**src/rtl/traffic_gen.sv**
```systemverilog
// traffic_gen: patterned burst pusher into a main FIFO that drains destination FIFOs and flags mismatches or timeouts
module traffic_gen #(
  parameter int DATA_SIZE = 6,
  parameter int NUM_DEST = 2,
  parameter int LEN_SIZE = 8,
  parameter int INIT_CYCLES = 2,
  parameter int QUIET_CYCLES = 4,
  parameter int TIMEOUT = 255,
  parameter logic [DATA_SIZE-1:0] LFSR_TAPS = 6'b110000
) (
  input  logic                 clk,
  input  logic                 reset,
  input  logic                 start,
  input  logic [1:0]           mode,
  input  logic [DATA_SIZE-1:0] seed,
  input  logic [LEN_SIZE-1:0]  burst_len,
  input  logic                 fifo_pause_main,
  input  logic [NUM_DEST-1:0]  fifo_empty_d,
  output logic                 push_main,
  output logic [DATA_SIZE-1:0] data_in,
  output logic [NUM_DEST-1:0]  pop_d,
  output logic                 init,
  output logic                 busy,
  output logic                 done,
  output logic                 error,
  output logic [LEN_SIZE-1:0]  push_count,
  output logic [LEN_SIZE-1:0]  pop_count
);
  typedef enum logic [2:0] {IDLE, INIT, PUSH, DRAIN, DONE} state_t;
  state_t state, state_n;
  logic [1:0] mode_r;
  logic [LEN_SIZE-1:0] len_r, init_cnt, quiet_cnt, drain_cnt, npop;
  logic [LEN_SIZE:0] pop_sum;
  logic [DATA_SIZE-1:0] data_nx;
  logic accept, init_end, last_push, quiet_end, time_end, all_empty;
  assign push_main = state == PUSH && !fifo_pause_main;
  assign pop_d = (state == PUSH || state == DRAIN) ? ~fifo_empty_d : '0;
  assign init = state == INIT;
  assign busy = state == INIT || state == PUSH || state == DRAIN;
  assign done = state == DONE;
  assign all_empty = &fifo_empty_d;
  assign accept = start && (state == IDLE || state == DONE);
  assign init_end = init_cnt == LEN_SIZE'(INIT_CYCLES - 1);
  assign last_push = push_main && (push_count + LEN_SIZE'(1)) == len_r;
  assign quiet_end = all_empty && quiet_cnt == LEN_SIZE'(QUIET_CYCLES - 1);
  assign time_end = drain_cnt == LEN_SIZE'(TIMEOUT - 1);
  assign pop_sum = {1'b0, pop_count} + {1'b0, npop};
  assign data_nx = mode_r == 2'd0 ? data_in + DATA_SIZE'(1) :
                   mode_r == 2'd1 ? data_in - DATA_SIZE'(1) :
                   mode_r == 2'd2 ? data_in :
                   {data_in[DATA_SIZE-2:0], ^(data_in & LFSR_TAPS)};
  always_comb begin
    npop = '0;
    for (int i = 0; i < NUM_DEST; i++) npop = npop + LEN_SIZE'(pop_d[i]);
  end
  always_comb begin
    state_n = state;
    case (state)
      IDLE, DONE: state_n = start ? INIT : state;
      INIT:       state_n = !init_end ? INIT : len_r == '0 ? DRAIN : PUSH;
      PUSH:       state_n = last_push ? DRAIN : PUSH;
      DRAIN:      state_n = quiet_end || time_end ? DONE : DRAIN;
      default:    state_n = IDLE;
    endcase
  end
  always_ff @(posedge clk) state <= reset ? IDLE : state_n;
  always_ff @(posedge clk) begin
    if (reset) begin
      data_in <= '0;
      mode_r <= '0;
      len_r <= '0;
      push_count <= '0;
      pop_count <= '0;
      error <= 1'b0;
      init_cnt <= '0;
      quiet_cnt <= '0;
      drain_cnt <= '0;
    end else begin
      init_cnt <= state == INIT ? init_cnt + LEN_SIZE'(1) : '0;
      quiet_cnt <= state == DRAIN && all_empty ? quiet_cnt + LEN_SIZE'(1) : '0;
      drain_cnt <= state == DRAIN ? drain_cnt + LEN_SIZE'(1) : '0;
      if (accept) begin
        // an all-zero LFSR would lock up, so mode 3 starts from 1 instead
        data_in <= (mode == 2'd3 && seed == '0) ? DATA_SIZE'(1) : seed;
        mode_r <= mode;
        len_r <= burst_len;
        push_count <= '0;
        pop_count <= '0;
        error <= 1'b0;
      end else begin
        if (push_main) begin
          push_count <= push_count + LEN_SIZE'(1);
          data_in <= data_nx;
        end
        pop_count <= pop_sum[LEN_SIZE] ? '1 : pop_sum[LEN_SIZE-1:0];
        // quiet completion wins a tie with timeout; a timeout alone is always an error
        if (state == DRAIN && state_n == DONE) error <= !quiet_end || pop_count != push_count;
      end
    end
  end
endmodule

```
**config.mk**
```make
export PLATFORM = sky130hd
export DESIGN_NAME = traffic_gen
export DESIGN_NICKNAME = d
export VERILOG_FILES = /design/src/rtl/traffic_gen.sv
export SDC_FILE = /design/constraint.sdc
export NUM_CORES = 1
export LEC_CHECK = 0
export ABC_AREA = 1
export BUFFER_PORTS_ARGS = -buffer_cell sky130_fd_sc_hd__buf_2
export CAP_MARGIN = 20
export CORE_MARGIN = 4
export CORE_UTILIZATION = 50
export CTS_BUF_LIST = sky130_fd_sc_hd__clkbuf_16
export DETAILED_ROUTE_END_ITERATION = 6
export PLACE_DENSITY_LB_ADDON = 0.12
export SLEW_MARGIN = 20
export SYNTH_ARGS = -nofsm -noshare
export SYNTH_HDL_FRONTEND = slang
export SYNTH_SLANG_ARGS = --single-unit
```
**constraint.sdc**
```tcl
create_clock -name clk -period 2.4 [get_ports clk]
set_input_delay 0.12 -clock clk [delete_from_list [all_inputs] [get_ports clk]]
set_output_delay 0.12 -clock clk [all_outputs]
set_load 0.02 [all_outputs]
```
==> flow_metrics.py <==
metrics = {
    "synthesis": {
        "yosysSeqAreaShare_pct": 36.1,
        "synth_warnings": 0,
        "syn_area_mm2": 0.00333,
        "avgSynthCellArea_um2": 6.76,
        "syn_inst": 492,
        "yosys_register_bits": 60,
        "postSynth.asyncResetShare_pct": 0,
        "synth_edf_count": 0,
        "synthFlopType": "dfxtp_1",
        "ys_types": 33,
        "synth_nets": 526,
    },
    "detailed_routing": {
        "dr.max_layer_used": "met4",
        "drt-pass1-iter-count": 4,
        "drc_errors": 0,
        "dr.first_iter.drc_count": 117,
        "num_vias": 3311,
        "vias_per_cell": 5.26,
        "m1WireLength_mm": 3.60,
        "wirelength_mm": 7.99,
        "route.met3.wl_um": 410,
        "wl_per_cell_um": 12.7,
        "wl_met2_mm": 3.80,
        "postRouteAntennaNets": 0,
    },
    "cells_and_area": {
        "area_growth_pct": 19.0,
        "fillers": 610,
        "fin_cells": 630,
        "final_cell_mix": "nand2_1, inv_1, dfxtp_1",
        "final_common_cell": "nand2_1",
        "nets": 582,
        "antennaDiodeCount": 0,
        "drive_above_1_share_pct": 16.8,
        "stdcell_area_mm2": 0.00396,
    },
    "placed_design": {
        "dpl.hpwl_mm": 5.93,
        "gp_congestion": 0.965,
        "place_inst": 614,
        "io_buffers": 50,
        "placed_area_mm2": 0.00366,
    },
    "global_route": {
        "grt-ovfl-total": 0,
        "grt.total_usage_pct": 21.3,
        "antenna_found_initial": 0,
        "grt_max_degree": 28,
        "grt_pass1_wl_mm": 13.4,
        "grt_pass1_vias": 3059,
    },
    "sta": {
        "slew_headroom_pct": 62.7,
        "setup_viol": 0,
        "finalCriticalPeriod_ps": 2220,
        "tightest_slew_ps": 559,
        "finalMaxSlewViolations": 0,
        "max_freq_mhz": 451,
        "period_share_pct": 92.4,
        "fin_skew_ps": 6.27,
        "rsz0062_at_grt": "false",
        "hold_violations": 0,
    },
    "pwr": {
        "ir_drop_uv": 516,
        "power_density_mw_per_mm2": 654,
        "p_leak_nw": 1.73,
    },
    "clock_tree": {
        "cts_sinks": 60,
        "clkTransAtPathRegs_ps": 50,
        "cts_tree": "yes",
        "clock_latency_ps": 320,
        "cts_buffers": 9,
        "cts_max_level": 3,
        "cts.hold.buffers_added": 0,
        "root_buffer": "clkbuf_16",
        "cts_setup_buffers": 0,
        "clockBufferDepth": 2,
    },
    "floorplanning": {
        "rows": 29,
        "start_util_pct": 51.8,
        "core_mm2": 0.00642,
        "die_x_um": 89.6,
        "die_h_um": 89.6,
        "dieArea_mm2": 0.00803,
        "io_pins": 51,
    },
    "setup_path": {
        "crit_path_start_kind": "flip-flop",
        "cp_max_fo": 5,
        "cp_top_family": "adder cells",
        "crit_path_end_kind": "flip-flop",
        "worstPathRequired_ps": 2650,
        "crit_buf_inv": 3,
        "path_cells": "inv_2 > nand2_2 > nor2_1 > ha_1 > ha_1 > inv_1 > fa_2 > nor2_2 > nand2_1 > nor2_2 > nand2_1 > nor2_4 > inv_1 > a21oi_1",
        "worst_path_max_delay_cell": "fa_2",
        "path_class": "reg -> reg",
        "slowest_delay_ps": 360,
        "arrival_ps": 2470,
    },
    "run": {
        "max_cap_violations": 0,
    },
    "outcome": {
        "status": "finished clean",
    },
    "worst_hold_path": {
        "hold_class": "in -> reg",
    },
}
==> kinds of logic (layout without fill, tap and decap cells) <==
kind of cell | after synthesis | in the layout | share of synthesized area (%)
simple gates | 223 | 223 | 29.4
fa+ha+maj | 12 | 12 | 4.74
flops | 60 | 60 | 36.1
compound gates | 88 | 88 | 14.1
buf+inv | 90 | 151 | 10.6
xor+xnor | 19 | 19 | 5.00
==> metrics by stage <==
stage	utilization, %	setup TNS [ps]	setup WS [ps]	hold WS, ps	power [mW]
floorplan	-	0	6.62	292	1.28
global route	61.7	0	18.6	90.9	2.70
finish	61.7	0	182	90.0	2.59
global placement	57.0	0	85.9	415	1.37
CTS	61.5	0	13.3	84.7	2.60
detailed placement	57.0	-101	-67.9	420	1.37
==> flip-flops by register name, summed over array words and instances, names as in the netlist <==
signal / cells
error: 1
len_r: 8
mode_r: 2
pop_count: 8
data_in: 6
drain_cnt: 8
quiet_cnt: 8
init_cnt: 8
state: 3
push_count: 8
==> where the power goes <==
group | internal, mW | switching [mW] | total [mW]
sequential | 1.03 | 0.0362 | 1.07
clock | 0.789 | 0.445 | 1.23
combinational | 0.101 | 0.188 | 0.289
total | 1.92 | 0.669 | 2.59
==> layer usage <==
metal | GRT usage [%] | vias to the layer above
met4 | 9.88 | 0
met1 | 26.4 | 1499
met3 | 4.38 | 20
met5 | 0 | -
met2 | 35.4 | 84
li1 | - | 1708
==> worst register-to-register path, delay by kind of cell, from the launching register on <==
family,cells,cell delay (ps)
adder cells (fa/ha/maj),3,780
AND/OR/NAND/NOR,7,710
flip-flops,1,340
buffers and inverters,3,180
AO/OA/AOI/OAI,1,140
==> layout make-up <==
cell class	instances	area (um2)	area share (%)
clock buffer	9	225	5.69
inverter	80	300	7.58
sequential	60	1200	30.4
timing repair buffer	55	288	7.27
tap	77	96.3	2.43
multi-input combinational	342	1790	45.1
clock inverter	7	60.1	1.52
==> synth_stat cells (2+ instances only) <==
master	count	area (um2)
o22ai_1	2	12.5
a31oi_1	2	12.5
or2_2	2	12.5
inv_2	7	26.3
ha_1	11	138
dfxtp_1	60	1200
nor3_1	11	55.1
clkbuf_1	4	15.0
nand2_1	87	327
nor2_2	3	18.8
nand2_2	3	18.8
a21oi_1	36	180
xor2_1	8	70.1
inv_1	73	274
nor2_1	59	221
o211ai_1	4	30.0
o21ai_0	38	190
nand4_1	12	75.1
a211oi_1	3	22.5
nand3_1	41	205
buf_4	4	30.0
xnor2_1	11	96.3
==> path summary, 6_finish.rpt <==
path | cells past startpoint | to | slack (ps) | from
max | 14 | pop_count[1] | 180 | state[2]
min | 3 | state[2] | 90 | start
min reg2reg | 1 | quiet_cnt[0] | 460 | quiet_cnt[0]
max reg2reg | 14 | pop_count[1] | 180 | state[2]
==> what timing repair did <==
action / in CTS / in global routing
cloned: 0 / 0
pin swaps: 0 / 1
endpoints found under the setup margin: 4 / 7
resized for setup: 1 / 4
(Power assumes the default switching activity.)
